$ cat src/rtl/dlsc_raster_compare.sv
// Raster stream comparator: pairs a DUT pixel stream with an expected pixel
// stream, compares them under a bit mask, and reports mismatches with their
// raster position, a saturating error count, and frame completion.
//
// state | meaning
// RUN   | accepting paired transfers and comparing
// HALT  | stopped after a mismatch (STOP_ON_ERR), waiting for clear
// DONE  | FRAMES frames checked, waiting for clear
module dlsc_raster_compare #(
   parameter int DATA        = 8,
   parameter int CHANNELS    = 4,
   parameter int IMG_WIDTH   = 384,
   parameter int IMG_HEIGHT  = 32,
   parameter int ERR_BITS    = 16,
   parameter int FRAMES      = 1,
   parameter int STOP_ON_ERR = 0,
   localparam int W  = CHANNELS*DATA,
   localparam int XB = (IMG_WIDTH  > 1) ? $clog2(IMG_WIDTH)  : 1,
   localparam int YB = (IMG_HEIGHT > 1) ? $clog2(IMG_HEIGHT) : 1
) (
   input  logic                clk,
   input  logic                rst,
   input  logic                clear,
   input  logic [W-1:0]        mask,
   output logic                dut_ready,
   input  logic                dut_valid,
   input  logic [W-1:0]        dut_data,
   output logic                ref_ready,
   input  logic                ref_valid,
   input  logic [W-1:0]        ref_data,
   output logic                err_valid,
   output logic [CHANNELS-1:0] err_chan,
   output logic [XB-1:0]       err_x,
   output logic [YB-1:0]       err_y,
   output logic [ERR_BITS-1:0] err_count,
   output logic                frame_done,
   output logic [15:0]         frame_count,
   output logic                halted,
   output logic                done
);

   typedef enum logic [1:0] {ST_RUN, ST_HALT, ST_DONE} state_t;

   state_t              state_q, state_d;
   logic [XB-1:0]       x_q, x_d;
   logic [YB-1:0]       y_q, y_d;
   logic                err_valid_q, err_valid_d;
   logic [CHANNELS-1:0] err_chan_q, err_chan_d;
   logic [XB-1:0]       err_x_q, err_x_d;
   logic [YB-1:0]       err_y_q, err_y_d;
   logic [ERR_BITS-1:0] err_count_q, err_count_d;
   logic                frame_done_q, frame_done_d;
   logic [15:0]         frame_count_q, frame_count_d;

   logic                run;
   logic                xfer;
   logic                last_x;
   logic                last_y;
   logic [W-1:0]        diff;
   logic [CHANNELS-1:0] chan_hit;

   // Handshake and masked per-channel compare of the pixel pair on offer.
   always_comb begin
      run       = (state_q == ST_RUN);
      dut_ready = ref_valid && run && !clear;
      ref_ready = dut_valid && run && !clear;
      xfer      = dut_valid && ref_valid && run && !clear;
      last_x    = (x_q == XB'(IMG_WIDTH-1));
      last_y    = (y_q == YB'(IMG_HEIGHT-1));
      diff      = (dut_data ^ ref_data) & mask;
      chan_hit  = '0;
      for (int c = 0; c < CHANNELS; c++) begin
         chan_hit[c] = |diff[c*DATA +: DATA];
      end
   end

   // Next-state: position counters, registered compare result, counters and FSM.
   // The FSM reacts to the registered flags, so one more transfer can slip in
   // after a mismatching pixel before HALT takes hold; it is compared normally.
   always_comb begin
      state_d       = state_q;
      x_d           = x_q;
      y_d           = y_q;
      err_valid_d   = 1'b0;
      err_chan_d    = err_chan_q;
      err_x_d       = err_x_q;
      err_y_d       = err_y_q;
      err_count_d   = err_count_q;
      frame_done_d  = 1'b0;
      frame_count_d = frame_count_q;
      if (clear) begin
         state_d       = ST_RUN;
         x_d           = '0;
         y_d           = '0;
         err_count_d   = '0;
         frame_count_d = '0;
      end else begin
         if (run) begin
            if ((STOP_ON_ERR != 0) && err_valid_q) begin
               state_d = ST_HALT;
            end else if ((FRAMES > 0) && frame_done_q &&
                         (frame_count_q == 16'(FRAMES))) begin
               state_d = ST_DONE;
            end
         end
         if (xfer) begin
            if (last_x) begin
               x_d = '0;
               y_d = last_y ? '0 : y_q + 1'b1;
            end else begin
               x_d = x_q + 1'b1;
            end
            if (|chan_hit) begin
               err_valid_d = 1'b1;
               err_chan_d  = chan_hit;
               err_x_d     = x_q;
               err_y_d     = y_q;
               if (!(&err_count_q)) begin
                  err_count_d = err_count_q + 1'b1;
               end
            end
            if (last_x && last_y) begin
               frame_done_d  = 1'b1;
               frame_count_d = frame_count_q + 16'd1;
            end
         end
      end
   end

   // State and output registers.
   always_ff @(posedge clk or posedge rst) begin
      if (rst) begin
         state_q       <= ST_RUN;
         x_q           <= '0;
         y_q           <= '0;
         err_valid_q   <= 1'b0;
         err_chan_q    <= '0;
         err_x_q       <= '0;
         err_y_q       <= '0;
         err_count_q   <= '0;
         frame_done_q  <= 1'b0;
         frame_count_q <= '0;
      end else begin
         state_q       <= state_d;
         x_q           <= x_d;
         y_q           <= y_d;
         err_valid_q   <= err_valid_d;
         err_chan_q    <= err_chan_d;
         err_x_q       <= err_x_d;
         err_y_q       <= err_y_d;
         err_count_q   <= err_count_d;
         frame_done_q  <= frame_done_d;
         frame_count_q <= frame_count_d;
      end
   end

   assign err_valid   = err_valid_q;
   assign err_chan    = err_chan_q;
   assign err_x       = err_x_q;
   assign err_y       = err_y_q;
   assign err_count   = err_count_q;
   assign frame_done  = frame_done_q;
   assign frame_count = frame_count_q;
   assign halted      = (state_q == ST_HALT);
   assign done        = (state_q == ST_DONE);

endmodule

$ cat config.mk
export PLATFORM = sky130hd
export DESIGN_NAME = dlsc_raster_compare
export DESIGN_NICKNAME = d
export VERILOG_FILES = /design/src/rtl/dlsc_raster_compare.sv
export SDC_FILE = /design/constraint.sdc
export NUM_CORES = 1
export LEC_CHECK = 0
export CAP_MARGIN = 15
export CORE_ASPECT_RATIO = 1.25
export CORE_MARGIN = 10
export CORE_UTILIZATION = 64
export CTS_CLUSTER_DIAMETER = 40
export DETAILED_ROUTE_END_ITERATION = 6
export DONT_BUFFER_PORTS = 1
export PLACE_DENSITY = 0.8
export SLEW_MARGIN = 15
export SYNTH_ARGS = -nofsm -noshare
export SYNTH_HDL_FRONTEND = slang
export SYNTH_SLANG_ARGS = --single-unit
$ cat constraint.sdc
create_clock -name clk -period 2.59 [get_ports clk]
set_input_delay 0.3885 -clock clk [delete_from_list [all_inputs] [get_ports clk]]
set_output_delay 0.3885 -clock clk [all_outputs]
set_load 0.02 [all_outputs]
### Yosys cells after proc, flatten, opt, wreduce, memory -nomap -nowiden

Cells that the tools add are included.
Widths: inputs -> output; s select.

| storage, ports and cells | value |
|---|---|
| flip-flop bits (word level) | 68 |
| input bits | 101 |

| cells by class | value |
|---|---|
| $add $sub $neg | 4 |
| equality and inequality tests | 6 |
| mux-type cells | 23 |
| bitwise logic cells | 3 |
| reductions and logical operators | 28 |

Operator list:

| kind | count |
|---|---|
| $mux 16 | 7 |
| $add 16x1->16 const B | 2 |
| $and 32x32->32 | 1 |
| $reduce_or 32->1 | 1 |
| $reduce_or 8->1 | 4 |
| $xor 32x32->32 | 1 |
| $mux 9 | 3 |
| $mux 5 | 4 |
| $eq 16x1->1 const B | 1 |
| $reduce_and 16->1 | 1 |
| $reduce_bool 2->1 | 6 |
| $add 9x1->9 const B | 1 |
| $eq 9x9->1 const B | 1 |
| $logic_and 1x1->1 | 9 |
| $mux 1 | 6 |
| $mux 2 | 3 |
| $reduce_and 2->1 | 3 |
| $reduce_and 3->1 | 2 |
| $add 5x1->5 const B | 1 |
| $eq 5x5->1 const B | 1 |
| $eq 2x1->1 const B | 1 |
| $eq 2x2->1 const B | 1 |
| $logic_not 2->1 | 1 |
| $ne 2x2->1 const B | 1 |
| other kinds (2) | 2 |

### Logic depth before layout (Yosys ltp)

| logic depth | value |
|---|---|
| depth in word-level cells | 6 |
| gate-level depth with buffers | 8 |
| mapped depth without buffers | 7 |

### Worst setup path before layout

Ideal clock, no wire load.

| path | value |
|---|---|
| path type | reg2reg |
| start | register err_count_q[0] (netlist: err_count[0]) |
| end | register err_count_q[0] (netlist: err_count[0]) |
| library setup time | 0.125 ns |
| arrival | 1.967 ns |
| path slack | 0.498 ns |
| stages on the path, launching flop included | 9 |
| path buffers | 1 |
| clock period less this slack | 2.092 ns |
| cells stage by stage | dfrtp_1 > ha_1 > nand4_1 > nor2_1 > nand3_1 > nand2_1 > clkbuf_1 > nor2_1 > mux2_2 |

| between the ends | value |
|---|---|
| longest elaborated chain between the ends | 5 |

RTL lines:

| element | line | RTL |
|---|---|---|
| start: declaration | 51 | `logic [ERR_BITS-1:0] err_count_q, err_count_d;` |
| start signal: assignment | 151 | `err_count_q <= err_count_d;` |
| $add 16x1->16 | 119 | `err_count_d = err_count_q + 1'b1;` |
| $mux 16 | 118 | `if (!(&err_count_q)) begin` |
| $mux 16 | 113 | `if (\|chan_hit) begin` |
| $mux 16 | 106 | `if (xfer) begin` |
| $mux 16 | 91 | `if (clear) begin` |

Parallel ways exist; a longest one is shown, timed or not. The select of a mux whose other input is x is not followed.
A chain may end at the register's enable or synchronous reset.

### Final worst setup path

| path | value |
|---|---|
| start | register err_count_q[1] (netlist: err_count[1]) |
| end | register err_count_q[0] (netlist: err_count[0]) |

| between the ends | value |
|---|---|
| longest elaborated chain between the ends | 3 |

RTL lines:

| element | line |
|---|---|
| $reduce_and 16->1 | 118 |
| $ne 2x2->1 (no source line) | - |
| $reduce_and 3->1 (no source line) | - |

Every way passes these cells.

==> results.yml <==
finish:
  design_area_um2: 4130
  final_nets: 484
  final_util_pct: 71.1
  diodes: 0
  instances_no_fill: 448
  final_layout_size_suffix_gt1_share_pct: 13.6
  area_growth_syn_to_layout_pct: 7.55
die:
  dieArea_um2: 9530
  fp.coreArea_um2: 5820
  placementRows: 31
  ios: 157
  die_height_um: 107
  start_util_pct: 66.1
  die_w_um: 89.3
timing:
  period_minus_slack_ns: 2.35
  hold_violations: 0
  rsz0062_at_grt: "false"
  tightestPinTransition_ns: 0.683
  skew_ns: 0.0113
  max_freq_ghz: 0.426
  setup-tns-final_ns: 0
  final-max-slew-violation-count: 0
  fin_crit_sh_pct: 90.7
  slew_headroom_pct: 54.4
  setup_violations: 0
critical_path:
  worst_setup_path_end_kind: "flip-flop"
  start_kind: "flip-flop"
  path_class: "reg -> reg"
  cp_max_fo: 11
  cp.required_ns: 2.82
  critPathArrivalTime_ns: 2.57
synthesis:
  synthFlopType: "dfrtp_1"
  synth_common_cells: "dfrtp_1 (67), nor2_1 (43), xor2_1 (39)"
  ys_warn_count: 0
  syn-cell-area_um2: 3840
  yosysTopAreaCell: "dfrtp_1"
  synthesis.nets: 479
  synth_seq_cells: 67
  synth_cell_types: 49
  avgSynthCellArea_um2: 10.3
  synth_seq_area_share_pct: 43.6
  synth_edf_count: 0
  synth_top_area_share_pct: 43.6
  synthCells: 372
  async_reset_ff_share_pct: 100
  synthTopCellsByArea: "dfrtp_1 (44%), xor2_1 (8.9%), mux2_2 (5.3%), nor2_1 (4.2%), a22oi_1 (3.1%)"
  synth_most_common_cell: "dfrtp_1"
routing:
  drt_iter0_drc: 78
  dr_wl_met3_um: 1170
  via_per_inst: 6.39
  route.detailed.drc: 0
  met2WireLength_um: 4710
  drt-met1-wl_um: 3480
  num_vias: 2862
  wl_per_cell_um: 21.2
  postRouteWirelength_um: 9510
  drtPass1Iterations: 4
  top_layer: "met4"
  ant_nets: 0
power_and_ir_drop:
  power_frac_clock_pct: 39.6
  p_seq_share_pct: 53.0
  power_density_nw_per_um2: 516
  vdd_drop_max_mv: 0.469
  leakagePower_nw: 1.81
  total_power_mw: 2.13
  p_comb_share_pct: 7.4
  p_switching_mw: 0.512
  p_sw_share_pct: 24.0
  internal_power_mw: 1.62
cts:
  clk_latency_ns: 0.34
  cts_tree: "done"
  cts.sink_count: 67
  cts_root_buf: "clkbuf_8"
  post_cts_resized: 0
  hold_buffers: 0
  numCtsBuffers: 9
  clk_pin_slew_ns: 0.08
  clk_path_buf_depth: 2
  postCtsSetupBuffers: 0
  htree_levels: 3
placed_design:
  gp_congestion: 0.817
  dp_cells: 432
  dpl.hpwl_um: 7280
  dpl_cell_area_um2: 3950
  io_buffers: 0
global_routing:
  grt_usage_pct: 18.8
  grt_max_degree: 62
  antenna_found_initial: 0
  grt_pass1_wl_um: 14100
  grt-ovfl-total: 0
  grt_pass1_vias: 2810
run_status:
  status: "finished clean"
hold_path:
  holdCritPathClass: "in -> async"
run:
  maxCapViolCount: 0
[final cells by class]
type | instances | area [um2]
fill | 424 | 1680
sequential | 67 | 1680
multi-input combinational | 284 | 2070
clock buffer | 14 | 153
clock inverter | 2 | 35.0
timing repair buffer | 9 | 92.6
inverter | 6 | 22.5
tap | 66 | 82.6
[through the flow]
stage / setup WS [ns] / hold slack (ns)
after floorplan: 0.498 / 0.479
after global placement: 0.296 / 0.402
after detailed placement: 0.295 / 0.400
after CTS: 0.265 / 0.0320
after global routing: 0.0535 / 0.0660
final: 0.242 / 0.0150
[flip-flops by register name, indices dropped and copies added, names as in the netlist]
signal and count:
err_count 16, frame_count 16, err_x 9, x_q 9
err_y 5, y_q 5, err_chan 4, err_valid 1
frame_done 1, state_q 1
[worst paths after layout]
kind / cells past startpoint / startpoint / slack [ns] / to
setup / recovery: 7 / err_count[1] / 0.24 / err_count[0]
max in group asynchronous: 2 / rst / 1.94 / err_y[1]
min in group clk: 1 / clear / 0.11 / frame_count[7]
hold / removal: 1 / rst / 0.02 / frame_count[7]
setup reg to reg: 7 / err_count[1] / 0.24 / err_count[0]
hold reg to reg: 1 / y_q[4] / 0.53 / err_y[4]
[power by group through the flow]
stage	Sequential, mW	Clock (mW)	Combinational [mW]
6_report	1.13	0.843	0.158
3_5_place_dp	1.15	0	0.161
4_1_cts	1.13	0.859	0.162
2_1_floorplan	1.14	0	0.142
5_1_grt	1.14	0.899	0.179
3_3_place_gp	1.15	0	0.157
[layout by cell type, fill, tap and decap left out, types with 6 or more instances in the layout]
cell      netlist  routed
a21oi_1        11      11
a22oi_1        16      16
and3_1          6       6
buf_4           2       7
clkbuf_8        0      10
dfrtp_1        67      67
ha_1            6       6
mux2_1          9       9
mux2_2         18      18
nand2_1        15      15
nand3_1        14      14
nand4_1        11      11
nor2_1         43      43
nor2b_1         9       9
nor3_1         13      13
nor3b_1         7       7
xnor2_1        12      12
xor2_1         39      39
[metal layers]
metal / up-vias / GRT usage [%]
met2: 125 / 32.0
met3: 13 / 7.58
met5: - / 0
li1: 1352 / -
met1: 1372 / 20.0
met4: 0 / 7.40
[worst max-delay path: stages, from the launching register on]
cell and delay (ns):
dfrtp_1 0.55, ha_1 0.29, nand4_1 0.17, nor2_1 0.35
nand3_1 0.15, nand2_1 0.31, nor2_1 0.13, mux2_2 0.28
[kinds of logic after synthesis]
logic type / Yosys count / share of synthesized area, %
simple gates: 153 / 23.7
flops: 67 / 43.6
xor+xnor: 51 / 11.6
fa+ha+maj: 6 / 1.95
compound gates: 43 / 7.58
buf+inv: 21 / 2.70
mux: 30 / 8.69
other cells: 1 / 0.0976
Note: power is estimated with default switching activity, not from simulation.
